==> config.mk <==
export PLATFORM = sky130hd
export DESIGN_NAME = hc_sr04_responder
export DESIGN_NICKNAME = d
export VERILOG_FILES = /design/src/rtl/hc_sr04_responder.sv
export SDC_FILE = /design/constraint.sdc
export NUM_CORES = 1
export LEC_CHECK = 0
export CORE_MARGIN = 1.5
export CORE_UTILIZATION = 39
export DETAILED_ROUTE_END_ITERATION = 16
export SYNTH_ARGS = -nofsm -noshare
export SYNTH_HDL_FRONTEND = slang
export SYNTH_SLANG_ARGS = --single-unit
==> constraint.sdc <==
create_clock -name clk -period 4.3 [get_ports clk]
set_clock_uncertainty 0.05 [all_clocks]
set_input_delay 1.29 -clock clk [delete_from_list [all_inputs] [get_ports clk]]
set_output_delay 1.29 -clock clk [all_outputs]
set_load 0.02 [all_outputs]
==> src/rtl/hc_sr04_responder.sv <==
// HC-SR04 ultrasonic sensor emulator: trigger-width check, burst delay, echo pulse of distance*58 us.
// Optional macro HC_SR04_JITTER_EN adds 0..15 us LFSR jitter to each echo width.
module hc_sr04_responder #(
  parameter int CLKS_PER_US = 100,
  parameter int MIN_TRIG_US = 10,
  parameter int BURST_US    = 200,
  parameter int MAX_CM      = 400,
  parameter int TIMEOUT_US  = 38000,
  parameter int HOLDOFF_US  = 1000
) (
  input  logic       clk,
  input  logic       reset_n,
  input  logic       trigger,
  input  logic [8:0] distance_cm,
  output logic       echo,
  output logic       busy,
  output logic       done,
  output logic       trig_err
);

  // state   | meaning
  // IDLE    | waiting for trig_s high
  // TRIG    | measuring trigger width
  // BURST   | emulated ultrasonic burst delay
  // ECHO    | echo high, width encodes distance
  // HOLDOFF | dead time, trigger ignored
  typedef enum logic [2:0] {S_IDLE, S_TRIG, S_BURST, S_ECHO, S_HOLDOFF} state_t;

  localparam int MIN_TRIG_CLKS = MIN_TRIG_US * CLKS_PER_US;
  localparam int TCW = $clog2(MIN_TRIG_CLKS + 1);
  localparam int PW  = (CLKS_PER_US > 1) ? $clog2(CLKS_PER_US) : 1;
  localparam logic [TCW-1:0] TRIG_MIN = TCW'(MIN_TRIG_CLKS);
  localparam logic [PW-1:0]  PRE_LAST = PW'(CLKS_PER_US - 1);

  state_t           state_q, state_d;
  logic             en_q;
  logic [1:0]       sync_q;
  logic [TCW-1:0]   trig_cnt_q, trig_cnt_d;
  logic [PW-1:0]    pre_q, pre_d;
  logic [15:0]      us_q, us_d;
  logic [8:0]       cm_q, cm_d;
  logic             echo_q, echo_d, done_q, done_d, err_q, err_d;
  logic             trig_s, us_tc;
  logic [15:0]      base_us, echo_us;
`ifdef HC_SR04_JITTER_EN
  logic [7:0]       lfsr_q, lfsr_d;
`endif

  assign trig_s   = sync_q[1];
  assign us_tc    = (pre_q == '0) && (us_q == 16'd0);
  assign echo     = echo_q;
  assign done     = done_q;
  assign trig_err = err_q;
  assign busy     = (state_q != S_IDLE);

  // Zero or beyond-range distance reports the no-target timeout width.
  assign base_us = ((cm_q == 9'd0) || ({7'd0, cm_q} > 16'(MAX_CM))) ?
                   16'(TIMEOUT_US) : {7'd0, cm_q} * 16'd58;
`ifdef HC_SR04_JITTER_EN
  assign echo_us = base_us + {12'd0, lfsr_q[3:0]};
`else
  assign echo_us = base_us;
`endif

  always_comb begin
    state_d    = state_q;
    trig_cnt_d = trig_cnt_q;
    pre_d      = (pre_q == '0) ? PRE_LAST : pre_q - PW'(1);
    us_d       = ((pre_q == '0) && (us_q != 16'd0)) ? us_q - 16'd1 : us_q;
    cm_d       = cm_q;
    echo_d     = echo_q;
    done_d     = 1'b0;
    err_d      = 1'b0;
`ifdef HC_SR04_JITTER_EN
    lfsr_d     = lfsr_q;
`endif
    case (state_q)
      S_IDLE: begin
        if (trig_s) begin
          state_d    = S_TRIG;
          trig_cnt_d = '0;
        end
      end
      S_TRIG: begin
        if (trig_s) begin
          if (trig_cnt_q != TRIG_MIN) trig_cnt_d = trig_cnt_q + TCW'(1);
        end else if (trig_cnt_q < TRIG_MIN) begin
          err_d   = 1'b1;
          state_d = S_IDLE;
        end else begin
          cm_d    = distance_cm;
          state_d = S_BURST;
          pre_d   = PRE_LAST;
          us_d    = 16'(BURST_US - 1);
`ifdef HC_SR04_JITTER_EN
          lfsr_d  = {lfsr_q[6:0], lfsr_q[7] ^ lfsr_q[5] ^ lfsr_q[4] ^ lfsr_q[3]};
`endif
        end
      end
      S_BURST: begin
        if (us_tc) begin
          state_d = S_ECHO;
          echo_d  = 1'b1;
          pre_d   = PRE_LAST;
          us_d    = echo_us - 16'd1;
        end
      end
      S_ECHO: begin
        if (us_tc) begin
          state_d = S_HOLDOFF;
          echo_d  = 1'b0;
          done_d  = 1'b1;
          pre_d   = PRE_LAST;
          us_d    = 16'(HOLDOFF_US - 1);
        end
      end
      S_HOLDOFF: begin
        if (us_tc) state_d = S_IDLE;
      end
      default: state_d = S_IDLE;
    endcase
  end

  // en_q makes the first edge after reset release a no-op.
  always_ff @(posedge clk or negedge reset_n) begin
    if (!reset_n) begin
      state_q    <= S_IDLE;
      en_q       <= 1'b0;
      sync_q     <= 2'b00;
      trig_cnt_q <= '0;
      pre_q      <= '0;
      us_q       <= 16'd0;
      cm_q       <= 9'd0;
      echo_q     <= 1'b0;
      done_q     <= 1'b0;
      err_q      <= 1'b0;
`ifdef HC_SR04_JITTER_EN
      lfsr_q     <= 8'hA5;
`endif
    end else begin
      en_q <= 1'b1;
      if (en_q) begin
        state_q    <= state_d;
        sync_q     <= {sync_q[0], trigger};
        trig_cnt_q <= trig_cnt_d;
        pre_q      <= pre_d;
        us_q       <= us_d;
        cm_q       <= cm_d;
        echo_q     <= echo_d;
        done_q     <= done_d;
        err_q      <= err_d;
`ifdef HC_SR04_JITTER_EN
        lfsr_q     <= lfsr_d;
`endif
      end
    end
  end

endmodule
# After elaboration in Yosys (flattened, before gate mapping)
# Index checks and enable logic that the tools add are counted.
# op_classes
n_addsub	4
n_mul	1
magnitude_cmp	2
eq_ne	12
mux	31
bitwise	2
n_reduce_logical	16
# op_table
op	n
2-to-1 mux 16 bit	6
one-hot mux 16 bit (3 select lines)	1
subtractor 16 x 1 -> 16 bit (second input constant)	2
2-to-1 mux 10 bit	3
2-to-1 mux 7 bit	4
one-hot mux 10 bit (2 select lines)	1
logical NOT 16 bit	1
nonzero test 16 bit	1
2-to-1 mux 3 bit	5
one-hot mux 3 bit (5 select lines)	1
multiplier 9 x 5 -> 14 bit (second input constant)	1
inequality test 2 bit (second input constant)	7
one-hot mux 7 bit (2 select lines)	1
adder 10 x 1 -> 10 bit (second input constant)	1
less-than comparator 10 bit (second input constant)	1
inequality test 10 bit (second input constant)	1
greater-than comparator 9 bit (second input constant)	1
logical NOT 9 bit	1
AND reduction 4 bit	2
logical NOT 7 bit	1
2-to-1 mux 1 bit	7
subtractor 7 x 1 -> 7 bit (second input constant)	1
== test 3 x 2 -> 1 bit (second input constant)	2
AND reduction 6 bit	1
12 further kinds	15
# word_totals
register_bits	51
in_bits	12
output_inout_bits	4

# Depth between registers and ports, before layout
# Gate-level depths: netlist of the first run.
# depth
word_depth	6
mapped_depth	17
mapped_depth_nobuf	16

# Worst setup path after synthesis of the first run
# OpenSTA, ideal clock, no wires.
# synth_timing
path_kind	register to register
start	reg cm_q[6]
end	reg us_q[15]
setup_time_ns	0.069
arrival_time_ns	3.968
required_time_ns	4.181
path_slack_ns	0.213
path_stages_with_launch	16
synth_period_minus_slack_ns	4.087
path_cell_list	dfrtp_1 -> inv_1 -> fa_1 -> inv_1 -> ha_1 -> inv_1 -> fa_1 -> inv_1 -> ha_1 -> a2111oi_0 -> a21oi_1 -> xnor2_1 -> nand2_1 -> nor4_1 -> or4b_1 -> nand3_1
# synth_via
elab_chain_len	6
# synth_rtl
item	line	source
start: declaration	41	logic [8:0] cm_q, cm_d;
start signal: assignment	148	cm_q <= cm_d;
branches (longest 2 deep; another with multiplier 9 x 5 -> 14 bit)	--	
2-to-1 mux 16 bit *	57	assign base_us = ((cm_q == 9'd0) || ({7'd0, cm_q} > 16'(MAX_CM))) ?
subtractor 16 x 1 -> 16 bit *	105	us_d = echo_us - 16'd1;
2-to-1 mux 16 bit *	101	if (us_tc) begin
one-hot mux 16 bit (3 select lines) *	77	case (state_q)
end signal: assignment	147	us_q <= us_d;
end: declaration	40	logic [15:0] us_q, us_d;
# Every way passes the cells marked *.
# A chain may end at the register's enable or synchronous reset.

# Final worst setup path of the first run
# layout_timing
start	reg cm_q[4]
end	reg us_q[15]
# Same word-level chain as after synthesis.

==> flow_summary.json, run 1 <==
{
  "synth.distinct_cells": 63,
  "track_usage": 0.169,
  "pwr_density_cell_mw_per_mm2": 416,
  "p_int_mw": 1.13,
  "first_pass_iters": 4,
  "endpoint_kind": "flop",
  "critPathLaunchType": "flop",
  "slowest_delay_ns": 0.54,
  "synthCells": 498,
  "crit_top_cell": "inv_1",
  "hold_viol": 0,
  "via_per_inst": 5.37,
  "slew-limit-headroom": 0.517,
  "slew_viol_final": 0,
  "arrival_ns": 4.26,
  "peakVddDrop_mv": 0.160,
  "final_area_mm2": 0.00479,
  "synth_flop_cell": "dfrtp_1",
  "grt_pass1_vias": 3392,
  "max_cap_violations": 0,
  "synth.avg_cell_area_um2": 8.63,
  "netlist_area_mm2": 0.00430,
  "seq_area_frac_synth": 0.297,
  "pwr-share-seq": 0.341,
  "postPlaceCellArea_mm2": 0.00464,
  "setup_viol": 0,
  "pwr-share-clk": 0.157,
  "start_util": 0.398,
  "ys_warn_count": 0,
  "core_mm2": 0.0108,
  "io_pins": 16,
  "synth_area_leaders": "dfrtp_1, ha_1, fa_1, nand2_1, inv_1",
  "crit_type": "reg -> reg",
  "synth_nets": 565,
  "cp_data_required_time_ns": 4.52,
  "tritoncts": "built",
  "cts.sinks": 51,
  "dp_hpwl_mm": 7.02,
  "synthArstFlopShare": 1.00,
  "timing.final.crit_share": 0.940,
  "yosys.area.top_type_share": 0.297,
  "crit_chain": "inv_2, fa_1, inv_1, ha_1, inv_1, fa_1, inv_1, ha_1, a2111oi_2, a21oi_2, xnor2_1, nand2_1, nor4_2, or4b_1, nand3_1",
  "htreeDepth": 2,
  "clk_pin_slew_ns": 0.10,
  "crit_path_max_fanout": 5,
  "synth_seq_cells": 51,
  "cp_slowest_cell": "fa_1",
  "period_needed_ns": 4.04,
  "status": "finished clean",
  "grt_overflow": 0,
  "synth_top_area_cell": "dfrtp_1",
  "die_x_um": 108,
  "pwr-share-comb": 0.502,
  "hp-class": "reg -> reg",
  "drt-total-wl_mm": 9.25,
  "drive_gt1_frac": 0.109,
  "grt_max_degree": 37,
  "ant_nets": 0,
  "drt_iter0_markers": 155,
  "route.detailed.drc": 0,
  "rows": 38,
  "clockRootBuffer": "clkbuf_8",
  "fmaxAchievable_mhz": 247,
  "nets": 587,
  "wl_per_cell_um": 14.0,
  "p_leak_nw": 2.16,
  "grt_first_pass_wirelength_mm": 15.7,
  "die_y_um": 108,
  "diodes": 0,
  "die_area_mm2": 0.0117,
  "antenna_found_initial": 0,
  "fillers": 1052,
  "worst_slew_pin_slew_ns": 0.725,
  "power_mw": 1.99,
  "p_switching_mw": 0.859,
  "synth_edf_count": 0,
  "cts_max_path_buffers": 2,
  "routabilityCongestion": 0.809,
  "numCtsBuffers": 5,
  "io_buffer_count": 15,
  "vias": 3550,
  "worstSkewPairLatency_ns": 0.33,
  "synthToLayoutAreaGrowth_pct": 11.4,
  "r2r_slack_ns": 0.26,
  "switching_share": 0.431
}
## worst paths after layout
check                           startpoint  endpoint  depth (start not counted)
worst max-delay path               cm_q[4]  us_q[15]                         15
worst min-delay path                  echo      echo                          2
worst max register to register     cm_q[4]  us_q[15]                         15
worst min register to register        echo      echo                          2
max in group asynchronous          reset_n   us_q[7]                          2
min in group asynchronous          reset_n  pre_q[2]                          1
## cells by family (layout without fill, tap and decap cells)
logic type,count (synthesis),after routing,synth area share
AOI/OAI and AO/OA,107,107,0.158
xor gates and xnor gates,24,24,0.0489
adders and majority gates,55,55,0.183
buffers and inverters,63,86,0.0603
DFF,51,51,0.297
muxes,12,12,0.0312
other,1,1,0.000873
and+or+nand+nor,185,185,0.221
## power groups by stage
stage | Clock (mW) | Combinational [mW] | Sequential, mW
after floorplan | 0 | 0.785 | 0.663
after global placement | 0 | 0.941 | 0.683
after detailed placement | 0 | 0.955 | 0.688
after CTS | 0.330 | 0.963 | 0.678
after global routing | 0.344 | 1.13 | 0.698
final | 0.313 | 1.00 | 0.679
## layout by cell type, fill, tap and decap left out, drive strengths merged, types with 7 or more instances in the layout
cell type / synthesis / final
nand2: 53 / 53
dfrtp: 51 / 51
inv: 47 / 47
nor2: 44 / 44
ha: 42 / 42
o21ai: 35 / 35
a21oi: 27 / 27
nor3: 18 / 18
buf: 4 / 16
clkdlybuf4s50: 0 / 14
xor2: 13 / 13
fa: 13 / 13
mux2: 11 / 11
xnor2: 11 / 11
nand3: 11 / 11
nand4: 9 / 9
nor4: 9 / 9
or3: 7 / 7
## through the flow
step	cells	setup TNS, ns	setup WS, ns	hold WS [ns]	util
2_1_floorplan	498	0	0.213	0.404	-
3_3_place_gp	651	0	0.207	0.415	0.430
3_5_place_dp	651	0	0.0603	0.422	0.430
4_1_cts	659	0	0.0469	0.446	0.439
5_1_grt	661	-0.0367	-0.0367	0.463	0.444
6_report	661	0	0.259	0.438	0.444
## final cells by class
class / count / area, um2 / share of cell area
clock buffers: 6 / 82.6 / 0.0172
clock inverters: 2 / 16.3 / 0.00340
inverters: 48 / 185 / 0.0387
multi-input cells: 384 / 2800 / 0.584
flip-flops and latches: 51 / 1280 / 0.266
well taps: 140 / 175 / 0.0366
repair buffers: 30 / 258 / 0.0538
## metal layers
layer	share of wire	GRT usage	wire length (um)	vias to the layer above
met5	0	0	0	-
met4	0.0059	0.0536	55	0
met3	0.029	0.0241	266	4
met2	0.49	0.293	4560	43
met1	0.47	0.216	4370	1714
li1	-	-	-	1789
## registers in the layout, summed over array words and instances, names as in the netlist
name        flops
us_q           16
trig_cnt_q     10
cm_q            9
pre_q           7
state_q         3
sync_q          2
done            1
echo            1
en_q            1
trig_err        1
## critical path, delay by kind of cell (launching register included)
family,cells,cell delay (ns)
adders and majority gates,4,1.60
AOI/OAI and AO/OA,2,0.52
buffers and inverters,4,0.24
and+or+nand+nor,4,0.92
xor gates and xnor gates,1,0.22
DFF,1,0.43
## what timing repair did
| action | 4_1_cts | 5_1_grt |
|---|---|---|
| hold buffers | 0 | 0 |
| gates resized for setup | 0 | 12 |
| setup buffers | 0 | 2 |
| setup endpoints to repair | 0 | 4 |
## cells in the mapped netlist, types with 3 or more instances
master and count:
a21o_1 3, nor2b_1 5, clkbuf_1 11, o21a_1 4
ha_1 42, o21ai_0 33, nor4b_1 3, o211ai_1 4
nor3b_1 6, nor2_1 44, dfrtp_1 51, and2_1 5
nand3b_1 3, a31oi_1 5, nand3_1 10, nand2_1 52
nor4_1 8, or3_1 7, fa_1 13, o2111ai_1 3
a21oi_1 27, inv_1 47, mux2_2 11, or2_2 3
xnor2_1 11, nor3_1 18, nand4_1 9, xor2_1 13
Power figures use the tool's default switching activity.
==> run 2, diff against run 1 <==
ABC_AREA = 1   (was not set)
CTS_BUF_LIST = sky130_fd_sc_hd__clkbuf_16   (was not set)
==> run 2 against run 1 <==
Net effect: power grew 27%; non-clock buffer count down 12; via count rose by 21%; fmax rose by 2.9%; register-to-register slack gained 0.11 ns; critical endpoint is now us_q[14]; largest cell class unchanged.
==> flow_summary.json, run 2 <==
{
  "status": "finished clean",
  "synth_edf_count": 0,
  "worst_slew_pin_slew_ns": 0.755,
  "ff2ff_path_depth": 19,
  "io_pins": 16,
  "drt-total-wl_mm": 11.6,
  "cp_data_required_time_ns": 4.45,
  "grt.met2_usage": 0.301,
  "antenna_found_initial": 0,
  "synthToLayoutAreaGrowth_pct": 9.21,
  "worstSkewPairLatency_ns": 0.31,
  "final_cell_mix": "nand2_1, inv_1, nor2_1",
  "rows": 41,
  "route.detailed.drc": 0,
  "r2r_slack_ns": 0.37,
  "diodes": 0,
  "first_pass_iters": 4,
  "synth_seq_cells": 51,
  "synth.distinct_cells": 56,
  "slew_viol_final": 0,
  "cts_max_path_buffers": 2,
  "synth.avg_cell_area_um2": 7.37,
  "p_leak_nw": 2.69,
  "pwr-share-seq": 0.299,
  "pwr-share-clk": 0.168,
  "period_needed_ns": 3.93,
  "pwr_density_cell_mw_per_mm2": 462,
  "critPathLaunchType": "flop",
  "worstSetupEndpoint": "us_q[14]",
  "peakVddDrop_mv": 0.261,
  "synth_flop_cell": "dfrtp_1",
  "hp-class": "reg -> reg",
  "start_util": 0.400,
  "die_y_um": 117,
  "hold_depth": 2,
  "p_int_mw": 1.32,
  "synthArstFlopShare": 1.00,
  "nets": 765,
  "grt_util_met3": 0.0301,
  "met1_usage": 0.241,
  "crit_start": "cm_q[1]",
  "synthCells": 684,
  "synth_most_common_cell": "nand2_1",
  "synth_top_area_cell": "dfrtp_1",
  "layout_commonest_cell": "nand2_1",
  "multi_input_area_mm2": 0.00322,
  "yosys.area.top_type_share": 0.253,
  "hold_viol": 0,
  "crit_path_max_fanout": 7,
  "timing.final.crit_share": 0.914,
  "htreeDepth": 2,
  "dp.cells": 863,
  "switching_share": 0.480,
  "cts_setup_buffers": 0,
  "rsz0062_at_grt": "false",
  "synthTopCellsByCount": "nand2_1, inv_1, nor2_1",
  "synth_area_leaders": "dfrtp_1, ha_1, nand2_1, inv_1, fa_1",
  "register_area_mm2": 0.00128,
  "dp_hpwl_mm": 9.17,
  "grt_max_degree": 36,
  "die_area_mm2": 0.0136,
  "fin_setup_tns_ns": 0,
  "crit_type": "reg -> reg",
  "io_buffer_count": 15,
  "seq_area_frac_synth": 0.253,
  "numCtsBuffers": 5,
  "setup_viol": 0,
  "largest-register": "us_q",
  "max_cap_violations": 0,
  "tritoncts": "built",
  "ys_warn_count": 0,
  "fillers": 1307,
  "grt_pass1_vias": 4219,
  "drive_gt1_frac": 0.130,
  "synth_nets": 751,
  "reg2reg_to": "us_q[14]",
  "grt_first_pass_wirelength_mm": 19.4,
  "largest_reg_flops": 16,
  "fmaxAchievable_mhz": 255,
  "grt_busiest_layer": "met2",
  "endpoint_kind": "flop",
  "timing.rr.start": "cm_q[1]",
  "hold_ws_ns": 0.431,
  "wl_per_cell_um": 13.3,
  "netlist_area_mm2": 0.00504,
  "pwr-share-comb": 0.533,
  "track_usage": 0.181,
  "clockRootBuffer": "clkbuf_16",
  "grt_overflow": 0,
  "cts.sinks": 51,
  "instances_no_fill": 871,
  "die_x_um": 117,
  "top_regs": "us_q x16, trig_cnt_q x10, cm_q x9",
  "via_per_inst": 4.94,
  "drt_iter0_markers": 205,
  "clk_pin_slew_ns": 0.08,
  "vias": 4304,
  "core_mm2": 0.0126,
  "p_switching_mw": 1.22,
  "ant_nets": 0,
  "slew-limit-headroom": 0.497,
  "routabilityCongestion": 0.896,
  "arrival_ns": 4.08
}
-- run 2: changes by cell type after synthesis, sizes merged, moves of 6 or more --
| cell | delta |
|---|---|
| a21oi | +7 |
| clkbuf | -7 |
| inv | +75 |
| nand2 | +99 |
| nand3 | +34 |
| nor2 | +37 |
| nor3 | -6 |
| nor4 | -7 |
| o21ai | +8 |
| or3 | -7 |
| xnor2 | -6 |
-- run 2: logic make-up after synthesis --
| logic type | synth area share |
|---|---|
| compound gates | 0.114 |
| xor+xnor | 0.0382 |
| fa+ha+maj | 0.156 |
| other cells | 0.000744 |
| mux | 0.0201 |
| buf+inv | 0.110 |
| flops | 0.253 |
| simple gates | 0.308 |
-- run 2: worst min path at each step --
stage | from | end
6_report | sync_q[0] | sync_q[0]
5_1_grt | echo | echo
4_1_cts | sync_q[0] | sync_q[0]
3_5_place_dp | echo | echo
3_3_place_gp | sync_q[0] | sync_q[0]
2_1_floorplan | sync_q[0] | sync_q[0]
-- run 2: area by class of cell --
cell class,instances,area share
flip-flops and latches,51,0.232
well taps,172,0.0391
clock buffers,5,0.0227
inverters,125,0.0866
clock inverters,3,0.00523
repair buffers,18,0.0304
multi-input cells,497,0.584
-- run 2: timing repair --
item,4_1_cts,5_1_grt
setup endpoints to repair,0,1
gates resized for setup,0,2
hold endpoints to repair,0,0
hold buffers,0,0
-- run 2: power groups by stage --
stage / registers (mW) / clock network [mW] / logic [mW]
global route: 0.778 / 0.447 / 1.56
CTS: 0.757 / 0.436 / 1.36
detailed placement: 0.766 / 0 / 1.35
global placement: 0.759 / 0 / 1.33
finish: 0.760 / 0.426 / 1.36
floorplan: 0.732 / 0 / 1.09
-- run 2: worst max-delay path, stage by stage, from the launching register on --
cell and delay (ns):
dfrtp_1 0.46, inv_1 0.14, fa_1 0.55, inv_1 0.05
ha_1 0.31, fa_1 0.48, ha_2 0.42, nand3_2 0.10
nand3_1 0.15, nand2_1 0.07, nand2_1 0.08, inv_1 0.04
nor2_1 0.18, nand3_1 0.14, nor2_1 0.22, nand3_1 0.12
nand2_1 0.07, nand2_1 0.05, nand2_1 0.08, a21oi_2 0.06
-- run 2: stage by stage --
step           power [mW]  cell area, um2  utilization  setup WS (ns)
2_1_floorplan        1.82            5040            -          0.769
3_3_place_gp         2.09            5350        0.424          0.487
3_5_place_dp         2.11            5350        0.424          0.347
4_1_cts              2.55            5500        0.436          0.341
5_1_grt              2.78            5510        0.436         0.0242
6_report             2.54            5510        0.436          0.372
-- run 2: routing by layer --
| layer | up-vias | part of all wire |
|---|---|---|
| met5 | - | 0 |
| met4 | 0 | 0.012 |
| met3 | 10 | 0.035 |
| met2 | 59 | 0.47 |
| met1 | 2034 | 0.48 |
| li1 | 2201 | - |
